**src/rtl/alu_pkg.sv**
```systemverilog
// Shared ALU op codes and RV32I field encodings used by the decoder and the ALU.
package alu_pkg;

   typedef enum logic [3:0] {
      ALU_ADD  = 4'd0,
      ALU_SUB  = 4'd1,
      ALU_AND  = 4'd2,
      ALU_OR   = 4'd3,
      ALU_XOR  = 4'd4,
      ALU_SLT  = 4'd5,
      ALU_SLTU = 4'd6,
      ALU_SLL  = 4'd7,
      ALU_SRL  = 4'd8,
      ALU_SRA  = 4'd9
   } alu_op_t;

   localparam logic [6:0] OPC_OP     = 7'b0110011;
   localparam logic [6:0] OPC_OP_IMM = 7'b0010011;
   localparam logic [6:0] OPC_LUI    = 7'b0110111;
   localparam logic [6:0] OPC_AUIPC  = 7'b0010111;

   localparam logic [2:0] F3_ADD_SUB = 3'b000;
   localparam logic [2:0] F3_SLL     = 3'b001;
   localparam logic [2:0] F3_SLT     = 3'b010;
   localparam logic [2:0] F3_SLTU    = 3'b011;
   localparam logic [2:0] F3_XOR     = 3'b100;
   localparam logic [2:0] F3_SR      = 3'b101;
   localparam logic [2:0] F3_OR      = 3'b110;
   localparam logic [2:0] F3_AND     = 3'b111;

   localparam logic [6:0] F7_BASE = 7'h00;
   localparam logic [6:0] F7_ALT  = 7'h20;

   typedef struct packed {
      alu_op_t     op;
      logic [31:0] a;
      logic [31:0] b;
      logic [4:0]  rd;
      logic        illegal;
   } dec_entry_t;

   localparam int unsigned DEC_ENTRY_W = $bits(dec_entry_t);

   // funct3 to op for the funct7=0 / immediate forms (shift variants refined by caller)
   function automatic alu_op_t f3_base_op(input logic [2:0] f3);
      alu_op_t op;
      op = ALU_ADD;
      case (f3)
         F3_ADD_SUB: op = ALU_ADD;
         F3_SLL:     op = ALU_SLL;
         F3_SLT:     op = ALU_SLT;
         F3_SLTU:    op = ALU_SLTU;
         F3_XOR:     op = ALU_XOR;
         F3_SR:      op = ALU_SRL;
         F3_OR:      op = ALU_OR;
         F3_AND:     op = ALU_AND;
         default:    op = ALU_ADD;
      endcase
      return op;
   endfunction

endpackage

```
**src/rtl/rv_skid_buffer.sv**
```systemverilog
// One valid/ready register stage with an optional one-entry skid slot and synchronous flush.
module rv_skid_buffer #(
   parameter int unsigned W    = 8,
   parameter int unsigned SKID = 1
) (
   input  logic         clk,
   input  logic         rst_n,
   input  logic         i_flush,
   input  logic         i_valid,
   output logic         o_ready,
   input  logic [W-1:0] i_data,
   output logic         o_valid,
   input  logic         i_ready,
   output logic [W-1:0] o_data
);

   logic         r_out_valid;
   logic         r_skid_valid;
   logic [W-1:0] r_out_data;
   logic [W-1:0] r_skid_data;
   logic         w_in_fire;
   logic         w_out_free;

   // in_ready held low during reset; with the skid slot it depends only on registered state
   always_comb begin
      if (SKID != 0) o_ready = rst_n & ~r_skid_valid;
      else           o_ready = rst_n & (~r_out_valid | i_ready);
   end

   assign w_in_fire  = i_valid & o_ready;
   assign w_out_free = ~r_out_valid | i_ready;

   always_ff @(posedge clk or negedge rst_n) begin
      if (!rst_n) begin
         r_out_valid  <= 1'b0;
         r_skid_valid <= 1'b0;
         r_out_data   <= '0;
         r_skid_data  <= '0;
      end else if (i_flush) begin
         r_out_valid  <= 1'b0;
         r_skid_valid <= 1'b0;
      end else if (w_out_free) begin
         // a held skid entry is older than anything on the input, so it drains first
         if (r_skid_valid) begin
            r_out_data   <= r_skid_data;
            r_out_valid  <= 1'b1;
            r_skid_valid <= 1'b0;
         end else begin
            r_out_valid <= w_in_fire;
            if (w_in_fire) r_out_data <= i_data;
         end
      end else if (w_in_fire) begin
         r_skid_data  <= i_data;
         r_skid_valid <= 1'b1;
      end
   end

   assign o_valid = r_out_valid;
   assign o_data  = r_out_data;

endmodule

```
**src/rtl/alu_op_decoder.sv**
```systemverilog
// Decodes RV32I OP/OP-IMM/LUI/AUIPC into ALU op and operands, registered through a skid stage.
module alu_op_decoder
   import alu_pkg::*;
#(
   parameter int unsigned XLEN = 32,
   parameter int unsigned SKID = 1
) (
   input  logic            clk,
   input  logic            rst_n,
   input  logic            flush,
   input  logic            in_valid,
   output logic            in_ready,
   input  logic [31:0]     in_instr,
   input  logic [XLEN-1:0] in_pc,
   input  logic [XLEN-1:0] in_rs1_val,
   input  logic [XLEN-1:0] in_rs2_val,
   output logic            out_valid,
   input  logic            out_ready,
   output logic [3:0]      out_op,
   output logic [XLEN-1:0] out_a,
   output logic [XLEN-1:0] out_b,
   output logic [4:0]      out_rd,
   output logic            out_illegal
);

   if (XLEN != 32) begin : g_xlen_chk
      $error("alu_op_decoder supports XLEN=32 only");
   end

   logic [6:0]  w_opcode;
   logic [2:0]  w_f3;
   logic [6:0]  w_f7;
   logic [31:0] w_imm_i;
   logic [31:0] w_shamt;
   logic [31:0] w_imm_u;
   logic        w_ok;
   dec_entry_t  w_dec;
   dec_entry_t  w_out;

   assign w_opcode = in_instr[6:0];
   assign w_f3     = in_instr[14:12];
   assign w_f7     = in_instr[31:25];
   assign w_imm_i  = {{20{in_instr[31]}}, in_instr[31:20]};
   assign w_shamt  = {27'b0, in_instr[24:20]};
   assign w_imm_u  = {in_instr[31:12], 12'b0};

   always_comb begin
      w_dec    = '0;
      w_dec.op = ALU_ADD;
      w_dec.rd = in_instr[11:7];
      w_ok     = 1'b1;
      case (w_opcode)
         OPC_OP: begin
            w_dec.a = in_rs1_val;
            w_dec.b = in_rs2_val;
            if (w_f7 == F7_BASE)                          w_dec.op = f3_base_op(w_f3);
            else if (w_f7 == F7_ALT && w_f3 == F3_ADD_SUB) w_dec.op = ALU_SUB;
            else if (w_f7 == F7_ALT && w_f3 == F3_SR)      w_dec.op = ALU_SRA;
            else                                           w_ok     = 1'b0;
         end
         OPC_OP_IMM: begin
            w_dec.a  = in_rs1_val;
            w_dec.b  = w_imm_i;
            w_dec.op = f3_base_op(w_f3);
            // imm[11:5] doubles as the funct7 qualifier for shift-immediates
            if (w_f3 == F3_SLL) begin
               w_dec.b = w_shamt;
               w_ok    = (w_f7 == F7_BASE);
            end else if (w_f3 == F3_SR) begin
               w_dec.b = w_shamt;
               if (w_f7 == F7_ALT)       w_dec.op = ALU_SRA;
               else if (w_f7 != F7_BASE) w_ok     = 1'b0;
            end
         end
         OPC_LUI: begin
            w_dec.b = w_imm_u;
         end
         OPC_AUIPC: begin
            w_dec.a = in_pc;
            w_dec.b = w_imm_u;
         end
         default: w_ok = 1'b0;
      endcase
      if (!w_ok) begin
         w_dec         = '0;
         w_dec.op      = ALU_ADD;
         w_dec.illegal = 1'b1;
      end
   end

   rv_skid_buffer #(
      .W    (DEC_ENTRY_W),
      .SKID (SKID)
   ) u_skid (
      .clk     (clk),
      .rst_n   (rst_n),
      .i_flush (flush),
      .i_valid (in_valid),
      .o_ready (in_ready),
      .i_data  (w_dec),
      .o_valid (out_valid),
      .i_ready (out_ready),
      .o_data  (w_out)
   );

   assign out_op      = w_out.op;
   assign out_a       = w_out.a;
   assign out_b       = w_out.b;
   assign out_rd      = w_out.rd;
   assign out_illegal = w_out.illegal;

endmodule

```
**config.mk**
```make
export PLATFORM = sky130hd
export DESIGN_NAME = alu_op_decoder
export DESIGN_NICKNAME = d
export VERILOG_FILES = /design/src/rtl/alu_pkg.sv /design/src/rtl/rv_skid_buffer.sv /design/src/rtl/alu_op_decoder.sv
export SDC_FILE = /design/constraint.sdc
export NUM_CORES = 1
export LEC_CHECK = 0
export CAP_MARGIN = 10
export CORE_UTILIZATION = 53
export DETAILED_ROUTE_END_ITERATION = 10
export GPL_ROUTABILITY_DRIVEN = 1
export GPL_TIMING_DRIVEN = 0
export PLACE_DENSITY = 0.84
export SYNTH_ARGS = -nofsm -noshare
export SYNTH_HDL_FRONTEND = slang
export SYNTH_HIERARCHICAL = 1
export SYNTH_SLANG_ARGS = --single-unit
```
**constraint.sdc**
```tcl
create_clock -name clk -period 3.91 [get_ports clk]
set_input_delay 0.782 -clock clk [delete_from_list [all_inputs] [get_ports clk]]
set_output_delay 0.782 -clock clk [all_outputs]
set_load 0.01 [all_outputs]
```
==> results of run 1 <==
## registers in the layout, indices dropped and copies added, names as in the netlist
| signal | count |
|---|---|
| u_skid/o_valid | 1 |
| u_skid/r_skid_data | 74 |
| u_skid/o_data | 74 |
| u_skid/r_skid_valid | 1 |
## layout by cell type (no fill, tap or decap), drive strengths merged, types with 5 or more instances in the layout
master         count
a21oi             29
a22o              32
mux2i              5
inv               11
clkbuf            36
dfrtp            150
mux2             222
nor3               5
a22oi             19
clkinv             7
nor2              21
clkdlybuf4s50    205
buf               30
nor3b              7
## cells by family (layout without fill, tap and decap cells)
logic type | count (synthesis) | count (layout) | synth area share
DFF | 150 | 150 | 0.4707
and+or+nand+nor | 54 | 54 | 0.03844
AOI/OAI and AO/OA | 92 | 92 | 0.08990
adders and majority gates | 4 | 4 | 0.006276
muxes | 227 | 227 | 0.3480
buffers and inverters | 54 | 293 | 0.04675
## layer usage
metal  global-route usage  vias to the layer above  part of all wire
met2               0.4625                      260              0.49
met5                    0                        -                 0
li1                     -                     2589                 -
met1               0.3353                     2918              0.41
met4               0.1212                        0             0.031
met3              0.07388                       51             0.067
## area by class of cell
type / instances / area [um^2]
clock buffer: 20 / 456.7
inverter: 10 / 37.54
fill: 916 / 3732
timing repair buffer: 207 / 2091
clock inverter: 12 / 103.9
sequential: 150 / 3754
buffer: 44 / 335.3
tap: 184 / 230.2
multi-input combinational: 377 / 3849
## power breakdown
group | leakage, nW | switching, mW | internal, mW
registers | 2.09 | 0.00820 | 1.57
clock network | 0.272 | 0.646 | 0.905
logic | 2.57 | 0.146 | 0.191
total | 4.93 | 0.800 | 2.66
## metrics by stage
step / hold slack [ps] / setup WS, ps / std cells
6_report: 299.3 / 387.4 / 1004
2_1_floorplan: 474.9 / 964.6 / 581
5_1_grt: 323.1 / 202.5 / 1004
3_5_place_dp: 479.0 / 1.844 / 972
4_1_cts: 306.8 / 423.3 / 1004
3_3_place_gp: 471.1 / -4172 / 971
## worst min path at each step
stage	from	endpoint	slack, ps	cells past startpoint
6_report	rst_n	u_skid/r_skid_data[44]	300	1
3_3_place_gp	u_skid/o_data[25]	u_skid/o_data[25]	470	1
5_1_grt	rst_n	u_skid/r_skid_data[44]	320	1
2_1_floorplan	u_skid/r_skid_data[10]	u_skid/r_skid_data[10]	470	1
4_1_cts	rst_n	u_skid/r_skid_data[44]	310	1
3_5_place_dp	u_skid/o_data[25]	u_skid/o_data[25]	480	1
==> impl_summary.md, run 1 <==
Drt
The pre-antenna-repair detailed-routing pass consisted of 4 iterations. Dividing the detail-routed via count by the number of cells gives 5.795. The number of design-rule violations left by the first detailed-router iteration is 282. The final wirelength is 20610 um.

The final route contains 5818 vias. The number of antenna-violating nets in the routed design is 0. Dividing the detail-routed wire length by the instance count gives 20.53 um.

For this run, design rule violations remaining after detail routing come to 0.

STA
In the finished design, the share of the clock period the worst path needs comes to 0.9009. Setup total negative slack on the finished layout was measured at 0 ps. Subtracting the final worst setup slack from the clock period gives 3523 ps.

The max-slew headroom at the worst pin is 0.3864. The worst-margin pin slew is 913.4 ps. Setup repair after global routing left no endpoint under its margin. The setup violation total in the final timing report is 0.

Derived from the worst setup path, the maximum achievable clock frequency is 283.9 MHz. The worst clock skew is 9.721 ps. The max-slew violation count is 0. The final hold violation count is 0.

Place
In this run the tool buffered the top-level ports with 206 buffer cells. The placed instances occupy a cell area of 10300 um^2. Detailed placement ended at an HPWL of 14980 um. The final weighted congestion in routability-driven placement is 0.8278.

Finish
The area growth from synthesis to layout is 36.13%. Of the cells placed in the final design, the portion with a size suffix greater than 1 is 0.3671. After routing the design area is 10860 um^2. The final standard cell utilization of the core is 0.7442. The number of antenna diodes is 0. In the final design database the tool counted 944 nets.

Synth
The area share of the largest cell type after synthesis is 0.4707. Synthesis inferred 150 register bits. The synthesized design contains 0 enable-type register cells.

The synthesized design spends more area on one cell type than any other, namely dfrtp_1. The mapped netlist covers 7975 um^2. The synthesized net count is 718. The share of the Yosys chip area taken by registers is 0.4707. The dominant register cell in the synthesized netlist is dfrtp_1.

After synthesis, the share of flip-flops with an asynchronous set or reset is 1.000. By area the synthesized netlist is led by dfrtp_1 47%, mux2_2 22%, mux2_4 11%. Synthesis handed over a netlist of 581 instances. In the post-synthesis netlist, the cell with the most instances is mux2_2. The average cell area after synthesis is 13.73 um^2. The count of synthesis-stage warnings from yosys is 6. The number of different library cells used by synthesis comes to 42. The commonest cells after synthesis are 158 x mux2_2, 150 x dfrtp_1, 60 x mux2_4.

Setup path
The critical path's top delay family is buffers and inverters. The logic depth of the worst setup path including buffers is 10. The worst setup path category is input pin to flip-flop. The capturing element type of the critical path is a flip-flop.

The combined buffer and inverter count along the critical path is 4. On the worst path, the slowest cell contributes a delay of 590 ps. At the worst endpoint, the required time is 4220 ps.

The start of the worst register-to-register path is u_skid/r_skid_valid. STA classifies the critical path startpoint as an input pin. Among all stages on the critical path, the largest delay is contributed by clkbuf_1. In this run the register-to-register setup slack is 2040 ps. Along the worst path, the maximum fanout reaches 10. The capture point of the critical path is u_skid/o_data[36]. The data arrival time of the critical path is 3830 ps. The number of cells traversed by the worst register-to-register path is 5. The destination of the worst register-to-register timing path is u_skid/o_data[49].

The critical path goes through clkdlybuf4s50_1 > inv_1 > ha_1 > clkbuf_1 > nor2_1 > nand3_1 > clkbuf_1 > a21oi_2 > mux2_2 > mux2_2. In this run the worst setup path begins at in_instr[13].

Global route
The number of antenna violations at the first check in global routing was 0. The global-route wire length before repair is 33540 um. Entering global routing, the biggest net connects 104 pins. The via count of the first global-routing pass was 6407. The total track usage is 0.2768.

After global routing the overflow that remains totals 0.

Clocking
CTS placed an instance of clkbuf_16 at the clock tree root. After clock tree synthesis, the setup repair step added 0 buffers. The total clock buffers created by CTS is 17. The largest buffer count on any clock path is 2.

The clock net in this run drives a total of 150 sinks. The hold buffer count at cts is 0. In this run, post-CTS repair resized a total of 0 instances. The later pin in the worst-skew pair is clocked with a latency of 430 ps. The clock tree synthesis step divided the H-tree into 4 levels.

TritonCTS built the clock tree. The clock-pin slew on the worst setup and hold paths is 60 ps.

Power
The analysis attributes to cell leakage a power of 4.934 nW. The total power after layout is 3.463 mW. VDD sags by at most 280.3 uV.

The power density normalized to cell area is 319.0 nW/um^2.

Worst hold path
The kind of path behind the tightest hold check is input pin to asynchronous set/reset pin.

Die
The effective utilization at floorplan is 0.5467. The area inside the core boundary is 14590 um^2. From bottom edge to top edge, the die measures 124.7 um. After floorplanning, the core was divided into 44 placement rows.

The die is 124.7 um wide. The area enclosed by the die boundary is 15540 um^2. The I/O pin count is 209.

Outcome
The flow ran to the end, and the final reports show no timing, DRC or antenna violations.

Run
Across the run, the number of max-cap violations was 0.
No activity file was read; power rests on OpenSTA's default activity.
==> run 2: changes to the inputs <==
==> constraint.sdc (replaced) <==
create_clock -name clk -period 3.91 [get_ports clk]
set_input_delay 0.9775 -clock clk [delete_from_list [all_inputs] [get_ports clk]]
set_output_delay 0.9775 -clock clk [all_outputs]
set_load 0.01 [all_outputs]
==> results of run 2 <==
The final DEF is identical to that of run 1. Status: finished, final reports clean.
Main changes from that run: setup slack after placement 1.844 ps -> -193.7 ps; setup slack after layout 387.4 ps -> 191.9 ps; hold slack 299.3 ps -> 489.9 ps
